**config.mk**
```make
export PLATFORM = sky130hd
export DESIGN_NAME = mux_nx1_scan
export DESIGN_NICKNAME = d
export VERILOG_FILES = /design/src/rtl/mux_pkg.sv /design/src/rtl/tick_gen.sv /design/src/rtl/mux_nx1_scan.sv
export SDC_FILE = /design/constraint.sdc
export NUM_CORES = 1
export LEC_CHECK = 0
export CORE_MARGIN = 2
export CORE_UTILIZATION = 49
export CTS_BUF_LIST = sky130_fd_sc_hd__clkbuf_2
export DETAILED_ROUTE_END_ITERATION = 7
export MAX_ROUTING_LAYER = met4
export PLACE_DENSITY_LB_ADDON = 0.2
export RECOVER_POWER = 50
export SKIP_CTS_REPAIR_TIMING = 1
export SLEW_MARGIN = 20
export SYNTH_ARGS = -nofsm -noshare
export SYNTH_HDL_FRONTEND = slang
export SYNTH_SLANG_ARGS = --single-unit
```
**constraint.sdc**
```tcl
create_clock -name CLK_i -period 2.4 [get_ports CLK_i]
set_input_delay 0.24 -clock CLK_i [delete_from_list [all_inputs] [get_ports CLK_i]]
set_output_delay 0.24 -clock CLK_i [all_outputs]
set_load 0.01 [all_outputs]
```
**src/rtl/mux_pkg.sv**
```systemverilog
// mux_pkg: shared mode encodings, default parameters and one-hot helper for the scanning selector
package mux_pkg;
    localparam logic MODE_MANUAL  = 1'b0;
    localparam logic MODE_SCAN    = 1'b1;
    localparam int   DEF_WIDTH    = 4;
    localparam int   DEF_N        = 4;
    localparam int   DEF_PRESCALE = 1000;
    localparam int   MAX_N        = 16;

    function automatic logic [MAX_N-1:0] onehot(input logic [3:0] idx, input int n);
        return (int'(idx) < n) ? (MAX_N'(1) << idx) : '0;
    endfunction
endpackage

```
**src/rtl/tick_gen.sv**
```systemverilog
// tick_gen: prescaler that flags the last cycle of each PRESCALE-cycle scan dwell
module tick_gen import mux_pkg::*; #(
    parameter int PRESCALE = DEF_PRESCALE
) (
    input  logic CLK_i,
    input  logic RST_N_i,
    input  logic EN_i,
    input  logic CLR_i,
    output logic TICK_o
);
    localparam int CW = (PRESCALE > 1) ? $clog2(PRESCALE) : 1;
    localparam logic [CW-1:0] LAST = CW'(PRESCALE - 1);
    logic [CW-1:0] cnt;
    assign TICK_o = EN_i & ~CLR_i & (cnt == LAST);
    // count enabled cycles, wrapping at the terminal count; clear has priority
    always_ff @(posedge CLK_i or negedge RST_N_i)
        if (!RST_N_i) cnt <= '0;
        else if (CLR_i) cnt <= '0;
        else if (EN_i) cnt <= TICK_o ? '0 : cnt + 1'b1;
endmodule

```
**src/rtl/mux_nx1_scan.sv**
```systemverilog
// mux_nx1_scan: registered N-to-1 selector with manual select and prescaled scan modes
module mux_nx1_scan import mux_pkg::*; #(
    parameter int WIDTH    = DEF_WIDTH,
    parameter int N        = DEF_N,
    parameter int SEL_W    = $clog2(N),
    parameter int PRESCALE = DEF_PRESCALE
) (
    input  logic               CLK_i,
    input  logic               RST_N_i,
    input  logic [N*WIDTH-1:0] F_i,
    input  logic [SEL_W-1:0]   SEL_i,
    input  logic               MODE_i,
    input  logic               EN_i,
    output logic [WIDTH-1:0]   F_o,
    output logic [SEL_W-1:0]   SEL_o,
    output logic [N-1:0]       ONEHOT_o,
    output logic               TICK_o
);
    logic             mode_q;
    logic             scan;
    logic             entry;
    logic             tick;
    logic [SEL_W-1:0] idx;
    logic [SEL_W-1:0] nidx;
    logic [SEL_W-1:0] pick;
    logic [WIDTH-1:0] dat;
    logic [MAX_N-1:0] oh;

    assign scan  = MODE_i == MODE_SCAN;
    assign entry = scan & (mode_q == MODE_MANUAL);

    tick_gen #(.PRESCALE(PRESCALE)) u_tick (
        .CLK_i   (CLK_i),
        .RST_N_i (RST_N_i),
        .EN_i    (EN_i & scan),
        .CLR_i   (EN_i & (~scan | entry)),
        .TICK_o  (tick)
    );

    // next scan index and the channel it (or the manual select) points at
    always_comb begin
        nidx = entry ? '0 : !tick ? idx : (idx == SEL_W'(N - 1)) ? '0 : idx + 1'b1;
        pick = scan ? nidx : SEL_i;
        oh   = onehot(4'(pick), N);
        dat  = '0;
        for (int k = 0; k < N; k++) if (pick == SEL_W'(k)) dat = F_i[k*WIDTH +: WIDTH];
    end

    // mode edge register, scan index and output registers; everything holds while disabled
    always_ff @(posedge CLK_i or negedge RST_N_i)
        if (!RST_N_i) begin
            mode_q   <= MODE_MANUAL;
            idx      <= '0;
            F_o      <= '0;
            SEL_o    <= '0;
            ONEHOT_o <= '0;
            TICK_o   <= 1'b0;
        end else begin
            TICK_o <= tick;
            if (EN_i) begin
                mode_q   <= MODE_i;
                idx      <= nidx;
                F_o      <= dat;
                SEL_o    <= pick;
                ONEHOT_o <= oh[N-1:0];
            end
        end
endmodule

```
Word level (Yosys, flattened, before mapping):

Cells that the tools add are included.

* flip-flop bits (word level): 24
* bits in latches: 0
* memory bits (writable): 0
* memory bits (read-only): 0
* input bits: 22
* output and inout bits: 11
* memories: 0

* add/subtract/negate cells: 2
* multiply operators: 0
* div/mod/pow operators: 0
* magnitude comparators: 0
* equality and inequality tests: 5
* shift-type cells: 1
* muxes and demuxes: 11
* bitwise operators: 9
* reductions and logical operators: 2

Operators with widths (number)
* 10-bit two-way mux: 3
* 4-bit two-way mux: 4
* 10-bit by 1-bit adder with 10-bit output, second input constant: 1
* 10-bit == test, second input constant: 1
* 2-bit two-way mux: 4
* 2-bit == test, second input constant: 3
* 1-bit bitwise AND: 5
* 1-bit by 2-bit left shift with 4-bit output, first input constant: 1
* 1-bit NOT: 3
* 2-bit by 1-bit adder with 2-bit output, second input constant: 1
* 2-bit by 1-bit == test with 1-bit output, second input constant: 1
* 2-bit zero test: 1
* 2-bit nonzero test: 1
* 1-bit bitwise OR: 1

Logic depth before layout (Yosys ltp):

Gate-level depths: netlist of the first run.

* word-level depth: 15
* mapped depth: 7

By module:

From an unflattened synthesis of the first run, not the netlist that was laid out.

* cells, all modules: 139
* area total of the unflattened synthesis: 1323.8 um^2

By module, submodules not included
* mux_nx1_scan: times used 1, cells an instance 75, area each 743.2 um^2
* tick_gen: times used 1, cells an instance 64, area each 580.6 um^2

Least setup slack after synthesis of the first run:

Ideal clock, no wire load.

* path kind: reg2reg
* start point: register u_tick.cnt[0]
* end point: register F_o[2]
* setup time: 147 ps
* arrival: 1737 ps
* path slack: 515 ps
* stages on the path, launching flop included: 7
* buffers on the path: 0
* clock period less this slack: 1885 ps
* cell sequence: dfrtp_1 -> ha_1 -> nand2_1 -> or4_4 -> and3_1 -> nor4_2 -> a211oi_2

* cells in the longest elaborated chain, start to end: 10
* elaborated cells on any way between the ends: 13
* those cells by class: 4 x eq/ne; 7 x mux; 1 x bitwise; 1 x reduce/logical

RTL lines
* start: declaration: RTL line tick_gen.sv:13 `logic [CW-1:0] cnt;`
* start signal: assignment: RTL line tick_gen.sv:19 `else if (EN_i) cnt <= TICK_o ? '0 : cnt + 1'b1;`
* 10-bit == test (*): RTL line tick_gen.sv:14 `assign TICK_o = EN_i & ~CLR_i & (cnt == LAST);`
* 1-bit bitwise AND (*): RTL line tick_gen.sv:14
* 2-bit two-way mux (*) (2 in a row): RTL line mux_nx1_scan.sv:42 `nidx = entry ? '0 : !tick ? idx : (idx == SEL_W'(N - 1)) ? '0 : idx + 1'b1;`
* 2-bit two-way mux (*): RTL line mux_nx1_scan.sv:43 `pick = scan ? nidx : SEL_i;`
* 2-bit zero test: RTL line mux_nx1_scan.sv:46 `for (int k = 0; k < N; k++) if (pick == SEL_W'(k)) dat = F_i[k*WIDTH +: WIDTH];`
* 4-bit two-way mux (3 in a row): RTL line mux_nx1_scan.sv:46
* 4-bit two-way mux (*): RTL line mux_nx1_scan.sv:46
* end signal: assignment: RTL line mux_nx1_scan.sv:63 `F_o <= dat;`
* end: declaration: RTL line mux_nx1_scan.sv:14 `output logic [WIDTH-1:0] F_o,`

Mark *: on every way between the ends. The rest lies on a longest branch, timed or not.
A chain may end at the register's enable or synchronous reset.

Worst setup path after layout of the first run:

* start point: register u_tick.cnt[0]
* end point: register F_o[3]

The elaborated chain is that of the path after synthesis.

==> results of run 1 <==
kinds of logic after synthesis:
family / Yosys count
AOI/OAI and AO/OA: 39
and+or+nand+nor: 55
DFF: 24
adders and majority gates: 2
buffers and inverters: 12
muxes: 8
power by group through the flow:
stage / Sequential, mW / Clock (mW) / Combinational (mW)
after detailed placement: 0.447 / 0 / 0.169
after global routing: 0.444 / 0.296 / 0.182
after global placement: 0.446 / 0 / 0.165
after CTS: 0.441 / 0.282 / 0.170
after floorplan: 0.453 / 0 / 0.0653
final: 0.440 / 0.280 / 0.165
through the flow:
step	worst slack, ps	cell area [um^2]	hold WS [ps]	total power [mW]	util (%)
6_report	324	1790	495	0.885	66.1
5_1_grt	126	1790	528	0.921	66.1
4_1_cts	311	1800	192	0.893	66.3
3_5_place_dp	220	1750	479	0.616	64.6
3_3_place_gp	274	1750	465	0.612	64.6
2_1_floorplan	515	1380	-55.6	0.518	-
per-layer routing:
layer | wire, um | up-vias | GRT usage, %
li1 | - | 605 | -
met2 | 1510 | 37 | 33.3
met4 | 20 | 0 | 5.98
met3 | 135 | 2 | 2.95
met1 | 1390 | 587 | 27.7
met5 | 0 | - | -
cells in the mapped netlist (all sizes together):
cell type / instances
buf: 4
nand4bb: 2
nor2: 5
and2: 1
mux2i: 7
inv: 5
a21o: 1
or4: 1
o211ai: 1
nand2: 16
o221ai: 2
a32oi: 1
o21ai: 16
ha: 2
nand3: 10
o2bb2ai: 3
o21a: 1
a211oi: 2
a32o: 1
o41ai: 2
clkbuf: 3
mux2: 1
nand4: 4
o31ai: 4
a31oi: 2
dfrtp: 24
or3: 2
and3: 6
or2: 2
a22o: 2
nor4: 4
o211a: 1
nor3: 2
final cells by class:
cell class,count,area [um^2]
Fill cell,224,918
Multi-Input combinational cell,104,719
Sequential cell,24,601
Clock inverter,1,30.0
Clock buffer,3,15.0
Tap cell,31,38.8
Timing Repair Buffer,39,369
Inverter,5,18.8
critical path: stages, from the launching register on:
cell      delay [ps]
dfrtp_1          440
ha_1             250
nand2_1          160
or4_4            570
and3_1           230
nor4_1           270
a211oi_1          80
registers in the layout (all words and copies together) (netlist names):
signal / count
F_o: 4
ONEHOT_o: 4
SEL_o: 2
TICK_o: 1
idx: 2
mode_q: 1
u_tick.cnt: 10
path summary, 6_finish.rpt:
kind | slack [ps] | depth (start not counted) | to
min reg2reg | 530 | 1 | ONEHOT_o[2]
min | 490 | 3 | F_o[3]
max in group asynchronous | 1040 | 2 | u_tick.cnt[6]
max | 320 | 6 | F_o[3]
min in group asynchronous | 630 | 2 | idx[1]
max reg2reg | 320 | 6 | F_o[3]
==> flow_summary.json, run 1 <==
{
  "status": "complete, no violations",
  "final_cell_mix": "clkdlybuf4s50_1 (28), dfrtp_1 (24), nand2_1 (16), o21ai_0 (15), nand3_1 (9)",
  "p_seq_share_pct": 49.7,
  "io_pins": 33,
  "final.min_clock_period_ps": 2080,
  "synthCells": 140,
  "maxCapViolCount": 0,
  "synthXorXnorAreaFrac_pct": 0,
  "core_um2": 2710,
  "synth_mux_area_share_pct": 5.91,
  "endpoint_kind": "flip-flop",
  "synth_area_leader_cell": "dfrtp_1",
  "cell_internal_pwr_mw": 0.660,
  "synth_nets": 164,
  "tightest_slew_ps": 1270,
  "drtAntennaViolNets": 0,
  "antenna_found_initial": 0,
  "drive_gt1_share_pct": 11.9,
  "rows": 19,
  "p_sw_share_pct": 25.5,
  "worstReg2RegStart": "u_tick.cnt[0]",
  "max-clock-path-buffers": 2,
  "die_h_um": 57,
  "comb_power_share_pct": 18.7,
  "peakVddDrop_v": 0.000336,
  "firstDrtPassIters": 4,
  "grt_start_max_net_pins": 26,
  "path_max_fanout": 6,
  "synth_area_um2": 1380,
  "h-tree-depth": 1,
  "die_w_um": 57,
  "finalSetupViolations": 0,
  "synth_seq_area_share_pct": 43.6,
  "nets": 201,
  "p_sw_mw": 0.225,
  "clockPowerShare_pct": 31.6,
  "num_antenna_cells": 0,
  "synthSimpleGateAreaFrac_pct": 24.7,
  "synthTopCellsByArea": "dfrtp_1 (44%), o21ai_0 (5.5%), mux2i_1 (5.1%)",
  "hold_path.class": "in -> reg",
  "max_freq_mhz": 482,
  "cts_tree": "built",
  "rsz0062_at_grt": "false",
  "ys.warnings.count": 0,
  "finClkSkew_ps": 5.60,
  "die_area_um2": 3250,
  "syn_area_per_cell_um2": 9.83,
  "crit_arrival_ps": 2350,
  "fin_crit_sh_pct": 86.5,
  "final_cells": 207,
  "worstPathRequired_ps": 2670,
  "numPortBuffers": 32,
  "startpoint": "u_tick.cnt[0]",
  "dp_cells": 203,
  "cts_num_sinks": 24,
  "hp-start": "F_i[3]",
  "drtIter0Drc": 54,
  "final_common_cell": "clkdlybuf4s50_1",
  "synth_top_area_share_pct": 43.6,
  "grt_pass1_vias": 1143,
  "gp_congestion": 0.899,
  "slew-limit-headroom_pct": 15.4,
  "ys_seq_elements": 24,
  "wl_per_cell_um": 14.8,
  "clkLatencyLatePin_ps": 350,
  "routed_wirelength_um": 3060,
  "synth.distinct_cells": 42,
  "hold_viol": 0,
  "initial_core_util_pct": 50.8,
  "crit_path_start_kind": "flip-flop",
  "grt-ovfl-total": 0,
  "synth_compound_gate_area_share_pct": 19.8,
  "dp_hpwl_um": 2240,
  "drc": 0,
  "path_clk_slew_ps": 250,
  "synth_top_family_by_area": "simple AND/OR/NAND/NOR gates",
  "grt.total_usage_pct": 20.8,
  "root_buffer": "clkbuf_2",
  "synthAdderAreaFrac_pct": 1.82,
  "setup_tns_ps": 0,
  "syn_to_final_growth_pct": 30.2,
  "power_leakage_nw": 0.779,
  "critPathKind": "reg -> reg",
  "vias": 1231,
  "grt_first_pass_wirelength_um": 5200,
  "slew_viol_final": 0,
  "viasPerCell": 5.95,
  "powerDensity_nw_per_um2": 494,
  "cts_made_buffers": 3
}
Power figures use the tool's default switching activity.
==> inputs of run 2 (changes only) <==
Settings changed: CTS_BUF_LIST sky130_fd_sc_hd__clkbuf_2 to not set.
==> run 2 against run 1 <==
Against the previous run:
- clock power grew 8.6%
- routed wire length is 1.1% lower
- register-to-register slack is essentially flat
- highest routed layer unchanged
- global-route usage up 0.099 points
- maximum frequency decreased by 0.37%
- via count is 0.65% lower
- sequential share of layout area down 0.14 points
==> flow_summary.json, run 2 (synthesis gave the netlist of run 1 again) <==
{
  "clkLatencyLatePin_ps": 340,
  "maxCapViolCount": 0,
  "setup_tns_ps": 0,
  "holdPathEnd": "ONEHOT_o[2]",
  "grt_start_max_net_pins": 26,
  "vias": 1223,
  "slowest_delay_ps": 570,
  "largest_reg_flops": 10,
  "syn_to_final_growth_pct": 30.7,
  "r2r_slack_ps": 320,
  "p_sw_share_pct": 24.7,
  "timing.rr.end": "F_o[3]",
  "viasPerCell": 5.91,
  "gp_congestion": 0.899,
  "hold_depth": 1,
  "powerDensity_nw_per_um2": 505,
  "drtIter0Drc": 26,
  "final.min_clock_period_ps": 2080,
  "crit_arrival_ps": 2310,
  "die_area_um2": 3250,
  "status": "complete, no violations",
  "cts_made_buffers": 3,
  "comb_power_share_pct": 18.2,
  "slew-limit-headroom_pct": 14.6,
  "hold_viol": 0,
  "routed_wirelength_um": 3030,
  "grt_first_pass_wirelength_um": 5150,
  "max-clock-path-buffers": 2,
  "worstReg2RegStart": "u_tick.cnt[0]",
  "die_w_um": 57,
  "path_max_fanout": 6,
  "num_antenna_cells": 0,
  "h-tree-depth": 1,
  "cell_internal_pwr_mw": 0.685,
  "stdcell_area_um2": 1800,
  "root_buffer": "clkbuf_4",
  "hold_path.class": "reg -> reg",
  "grt_pass1_vias": 1141,
  "endpoint_kind": "flip-flop",
  "final_cell_mix": "clkdlybuf4s50_1 (27), dfrtp_1 (24), nand2_1 (16), o21ai_0 (15), nand3_1 (9)",
  "core_um2": 2710,
  "crit_path_start_kind": "flip-flop",
  "worstPathRequired_ps": 2620,
  "cts_tree": "built",
  "final_common_cell": "clkdlybuf4s50_1",
  "cp_slowest_cell": "or4_4",
  "slew_viol_final": 0,
  "tightest_slew_ps": 1280,
  "wl_per_cell_um": 14.6,
  "p_seq_share_pct": 48.3,
  "cts_num_sinks": 24,
  "io_pins": 33,
  "max_freq_mhz": 480,
  "grt.total_usage_pct": 20.9,
  "largest-register": "u_tick.cnt",
  "crit_family": "simple AND/OR/NAND/NOR gates",
  "initial_core_util_pct": 50.8,
  "placed_cell_area_um2": 1750,
  "layout_setup_ws_ps": 316,
  "die_h_um": 57,
  "drc": 0,
  "rows": 19,
  "path_buf_inv": 0,
  "finalPower_mw": 0.909,
  "critPathKind": "reg -> reg",
  "reg2regPathDepth": 6,
  "nets": 201,
  "power_leakage_nw": 0.781,
  "worstPathCellList": "ha_1 > nand2_1 > or4_4 > and3_1 > nor4_1 > a211oi_1",
  "finClkSkew_ps": 8.72,
  "firstDrtPassIters": 6,
  "clockPowerShare_pct": 33.5,
  "antenna_found_initial": 0,
  "grt-ovfl-total": 0,
  "p_sw_mw": 0.224,
  "dp_slack_ps": 220,
  "fin_crit_sh_pct": 86.8,
  "drtAntennaViolNets": 0,
  "hp-start": "ONEHOT_o[2]",
  "fillerInstances": 224,
  "finalSetupViolations": 0,
  "largestRegisters": "u_tick.cnt x10, F_o x4, ONEHOT_o x4",
  "dp_hpwl_um": 2240,
  "drive_gt1_share_pct": 11.9,
  "rsz0062_at_grt": "false",
  "numPortBuffers": 32,
  "peakVddDrop_v": 0.000425,
  "path_clk_slew_ps": 140
}
[run 2: changes by cell type in the layout (fill, tap and decap cells not counted), sizes merged]
cell           change
clkdlybuf4s50      -1
dlygate4sd3        +1
[run 2: worst reg2reg max path: stages (launching register included)]
cell	delay, ps
dfrtp_1	410
ha_1	250
nand2_1	160
or4_4	570
and3_1	230
nor4_1	270
a211oi_1	80
[run 2: metal layers]
| layer | share of wire (%) | GRT usage (%) | up-vias |
|---|---|---|---|
| met5 | 0 | - | - |
| met4 | 1.8 | 7.97 | 0 |
| met3 | 5.1 | 2.95 | 5 |
| met2 | 47 | 33.3 | 45 |
| met1 | 46 | 27.1 | 570 |
| li1 | - | - | 603 |
[run 2: final cells by class]
class	instances	area [um^2]	area share, %
Tap cell	31	38.8	2.16
Inverter	5	18.8	1.04
Multi-Input combinational cell	104	719	40.0
Timing Repair Buffer	39	369	20.5
Sequential cell	24	601	33.4
Clock buffer	3	22.5	1.25
Clock inverter	1	30.0	1.67
[run 2: worst max-delay path by stage]
stage,cells past startpoint,slack [ps],from,endpoint
after floorplan,6,520,u_tick.cnt[0],F_o[2]
after global placement,6,270,EN_i,F_o[2]
after detailed placement,6,220,EN_i,F_o[3]
after CTS,6,330,u_tick.cnt[0],F_o[3]
after global routing,6,150,u_tick.cnt[0],F_o[3]
final,6,320,u_tick.cnt[0],F_o[3]
[run 2: power groups by stage]
stage                     registers [mW]  logic, mW  clock network (mW)
after detailed placement           0.447      0.169                   0
final                              0.439      0.165               0.304
after CTS                          0.440      0.170               0.310
after floorplan                    0.453     0.0653                   0
after global routing               0.443      0.181               0.325
after global placement             0.446      0.165                   0
[run 2: through the flow]
stage	utilization [%]	hold WS, ps	cells
after floorplan	-	-55.6	140
after global placement	64.6	465	203
after detailed placement	64.6	479	203
after CTS	66.5	250	207
after global routing	66.4	537	207
final	66.4	509	207
